$ cat src/rtl/udp_test_pkg.sv
// Shared constants for the UDP link test: payload length, the fixed test
// payload (MSB = first byte on the wire), receiver FSM encoding and a
// saturating-increment helper used by the statistics counters.
package udp_test_pkg;

    localparam int UDP_TEST_LEN = 20;

    localparam logic [8*UDP_TEST_LEN-1:0] UDP_TEST_PATTERN = "www.meyesemi.com   \n";

    typedef enum logic [1:0] {
        ST_IDLE   = 2'd0,
        ST_RECV   = 2'd1,
        ST_REPORT = 2'd2
    } rx_state_e;

    function automatic logic [15:0] sat_inc(input logic [15:0] v);
        return (v == 16'hFFFF) ? v : v + 16'd1;
    endfunction

endpackage

$ cat src/rtl/udp_test_pattern_rom.sv
// Combinational lookup of the test payload: byte index -> expected byte.
// Indices past the end of the payload read as 8'h00. Shared with the
// transmitter so both ends agree on the payload.
module udp_test_pattern_rom
    import udp_test_pkg::*;
(
    input  logic [4:0] idx,
    output logic [7:0] data
);

    // Constant-index select per entry keeps the lookup a plain mux.
    always_comb begin
        data = 8'h00;
        for (int i = 0; i < UDP_TEST_LEN; i++) begin
            if (idx == 5'(i))
                data = UDP_TEST_PATTERN[8*(UDP_TEST_LEN-1-i) +: 8];
        end
    end

endmodule

$ cat config.mk
export PLATFORM = sky130hd
export DESIGN_NAME = udp_test_pattern_rom
export DESIGN_NICKNAME = d
export VERILOG_FILES = /design/src/rtl/udp_test_pkg.sv /design/src/rtl/udp_test_pattern_rom.sv
export SDC_FILE = /design/constraint.sdc
export NUM_CORES = 1
export LEC_CHECK = 0
export BUFFER_PORTS_ARGS = -buffer_cell sky130_fd_sc_hd__buf_2
export CORE_AREA = 2 2 39 41
export DETAILED_ROUTE_END_ITERATION = 8
export DIE_AREA = 0 0 41 43
export GPL_TIMING_DRIVEN = 0
export PLACE_DENSITY = 0.33
export SYNTH_ARGS = -nofsm -noshare
export SYNTH_HDL_FRONTEND = slang
export SYNTH_SLANG_ARGS = --single-unit
$ cat constraint.sdc
create_clock -name vclk -period 0.8
set_input_delay 0.08 -clock vclk [all_inputs]
set_output_delay 0.08 -clock vclk [all_outputs]
set_load 0.005 [all_outputs]
# Word level (Yosys, flattened, before mapping)
# Index checks and enable logic that the tools add are counted.
# word_totals
out_inout_bits	8
ff_bits	0
wordCells	40
in_bits	5
# classes
mux	20
n_reduce_logical	1
eq_ne	19
# op_table
cell	count
two-way mux 8 bit	19
== test 5 x 4 -> 1 bit (second input constant)	8
== test 5 x 3 -> 1 bit (second input constant)	4
== test 5 bit (second input constant)	4
== test 5 x 2 -> 1 bit (second input constant)	2
two-way mux 7 bit	1
== test 5 x 1 -> 1 bit (second input constant)	1
logical NOT 5 bit	1

# Depth between registers and ports, before layout
# logic_depth
word_depth	21
depth_mapped	5

# Worst setup path after synthesis
# No wires, ideal clock.
# synth_path
kind	in2out
startpoint	in idx[2]
endpoint	out data[6]
t_arrival_ps	847
path_buffers	2
stages	4
slack_ps	-127
required_time_ps	720
path_cell_list	buf_6 > nor2b_1 > a311oi_1 > buf_4
# synth_between
elab_chain_cells	21
# synth_rtl
item	line_no	text
start: declaration	udp_test_pattern_rom.sv:7	input logic [4:0] idx,
logical NOT 5 bit	udp_test_pattern_rom.sv:15	if (idx == 5'(i))
two-way mux 7 bit	udp_test_pattern_rom.sv:15	
two-way mux 8 bit (18 in a row)	udp_test_pattern_rom.sv:15	
two-way mux 8 bit (*)	udp_test_pattern_rom.sv:15	
end: declaration	udp_test_pattern_rom.sv:8	output logic [7:0] data
# Every way passes the cells marked *; elsewhere a longest branch is shown, timed or not.

# Worst setup path after layout
# layout_path
startpoint	in idx[3]
endpoint	out data[2]
# Same word-level chain as after synthesis.

==> results_dict.tcl <==
set metrics [dict create \
    syn-mean-instance-area_um2 6.09 \
    netlist_top_cells_area "buf_6, a311oi_1, a21oi_1" \
    die_y_um 43 \
    crit_family "simple AND/OR/NAND/NOR gates" \
    drt_iter0_drc 2 \
    ant_nets 0 \
    synth-warning-count 0 \
    power_leakage_nw 0.174 \
    synth_top_area_share_pct 12.3 \
    required_ps 720 \
    worstSetupStartpointType "primary input" \
    grt_pass1_wl_um 834 \
    grt_use_total_pct 6.29 \
    cpMaxStageDelayCell "or3b_1" \
    final_cells 60 \
    ioPinCount 13 \
    path_class "primary input to output port" \
    fmax_ghz 1.07 \
    setup_viol 5 \
    slowest_delay_ps 370 \
    drc_errors 0 \
    dr.pass1.iters 2 \
    num_vias 243 \
    fin_crit_ps 937 \
    finalHoldViolCount 0 \
    via_per_inst 4.05 \
    vdd_drop_max_v 0.000163 \
    end_kind "output port" \
    layout-drive-gt1-share_pct 54.5 \
    gr-total-overflow 0 \
    die_area_um2 1760 \
    syn_inst 30 \
    maxCapViolCount 0 \
    violations "negative setup slack" \
    yosys.area.top_type "buf_6" \
    ctsHoldBuffers 0 \
    fin_ws_ps -137 \
    grt_pass1_vias 191 \
    syn-num-nets 35 \
    finalCritPeriodShare_pct 117 \
    nNetsFinal 51 \
    dp.cells 56 \
    slew_violations 0 \
    hp-class "primary input to output port" \
    antenna_cells 0 \
    worstPathCellList "buf_6 > or3b_1 > a21oi_1 > a311oi_1 > buf_2" \
    nFillCells 157 \
    ys_seq_area_share_pct 0 \
    clock_buffers 0 \
    power_density_nw_per_um2 519 \
    power_uw 190 \
    grt_max_degree 11 \
    start_util_pct 13.2 \
    rsz0062_at_grt "yes" \
    wl_um 536 \
    crit_fanout 2 \
    seq_cell_count 0 \
    coreArea_um2 1380 \
    hpwlAfterDp_um 391 \
    synth.distinct_cells 19 \
    gp_routability_congestion 0.658 \
    arrival_ps 860 \
    run_status "finished with violations" \
    port_buffers 10 \
    rows 14 \
    area_delta_synth_final_pct 101 \
    antenna_found_initial 0 \
    synthesis.area_um2 183 \
    crit_buf_inv 2 \
    ff_latch_area_um2 0 \
    wl_per_cell_um 8.93 \
    die_w_um 41 \
]
==> synth_stat cells <==
cell type and number:
inv_1 1, nor2_1 4, o31ai_1 1, buf_4 2, nor3_1 1, a311oi_1 2
xnor2_1 1, a211oi_1 1, buf_2 1, conb_1 1, a21oi_1 3, nand2_1 3
nand3b_1 1, or3b_1 1, buf_6 2, nand3_1 1, o21ai_0 2, a21boi_0 1
nor2b_1 1
==> power by group <==
| part | switching, mW | internal (mW) | total, mW | leakage, nW |
|---|---|---|---|---|
| combinational | 0.0742 | 0.116 | 0.190 | 0.174 |
| clock | 0 | 0 | 0 | 0 |
| sequential | 0 | 0 | 0 | 0 |
| total | 0.0742 | 0.116 | 0.190 | 0.174 |
==> per-layer routing <==
layer / routed length, um / up-vias / track usage, %
li1: - / 130 / -
met1: 213 / 105 / 8.54
met2: 274 / 8 / 11.3
met3: 48 / 0 / 0
met4: 0 / 0 / 0
met5: 0 / - / 0
==> cell type report <==
class | instances | area, um2 | share of cell area (%)
plain buffers | 5 | 66.3 | 18.1
inverters | 1 | 3.75 | 1.02
multi-input cells | 24 | 163 | 44.4
well taps | 16 | 20.0 | 5.46
repair buffers | 14 | 114 | 31.1
==> cell usage in the layout (no fill, tap or decap) <==
master	n
buf_2	8
buf_4	6
nor2_1	4
a21oi_1	3
buf_6	2
buf_12	2
o21ai_0	2
nand2_1	2
a211oi_1	1
nor2b_4	1
nand3_1	1
inv_2	1
xnor2_1	1
or3b_1	1
nand3b_1	1
a311oi_1	1
nand2_4	1
a21boi_0	1
o31ai_1	1
nor3_2	1
a311oi_2	1
conb_1	1
bufbuf_16	1
==> cells by family (layout without fill, tap and decap cells) <==
| logic type | count (synthesis) | after routing | share of synthesized area [%] |
|---|---|---|---|
| AOI/OAI and AO/OA | 10 | 10 | 35.6 |
| other | 1 | 1 | 2.05 |
| xor gates and xnor gates | 1 | 1 | 4.80 |
| buffers and inverters | 6 | 20 | 25.3 |
| and+or+nand+nor | 12 | 12 | 32.2 |
==> path summary, 6_finish.rpt <==
| path | depth (start not counted) | to | slack (ps) | startpoint |
|---|---|---|---|---|
| worst max-delay path | 5 | data[2] | -140 | idx[3] |
| worst min-delay path | 3 | data[5] | 460 | idx[4] |
==> tightest hold or removal path: cells and delay by family <==
family	cells	cell delay (ps)
buffers and inverters	2	240
AND/OR/NAND/NOR	1	60
==> what timing repair did <==
action / CTS / global route
pin swaps: 2 / 1
gates cloned: 1 / 0
setup buffers: 3 / 0
setup endpoints to repair: 6 / 7
gates resized for setup: 6 / 0
==> stage by stage <==
step / hold slack [ps] / setup slack, ps / instance area [um2] / TNS, ps / utilization [%]
floorplan: 186 / -19.8 / 219 / -19.8 / -
CTS: 462 / -147 / 367 / -447 / 26.5
global placement: 458 / -149 / 289 / -565 / 20.9
global route: 489 / -162 / 367 / -719 / 26.5
detailed placement: 461 / -172 / 289 / -674 / 20.9
finish: 455 / -137 / 367 / -399 / 26.5
No activity file was read; power rests on OpenSTA's default activity.
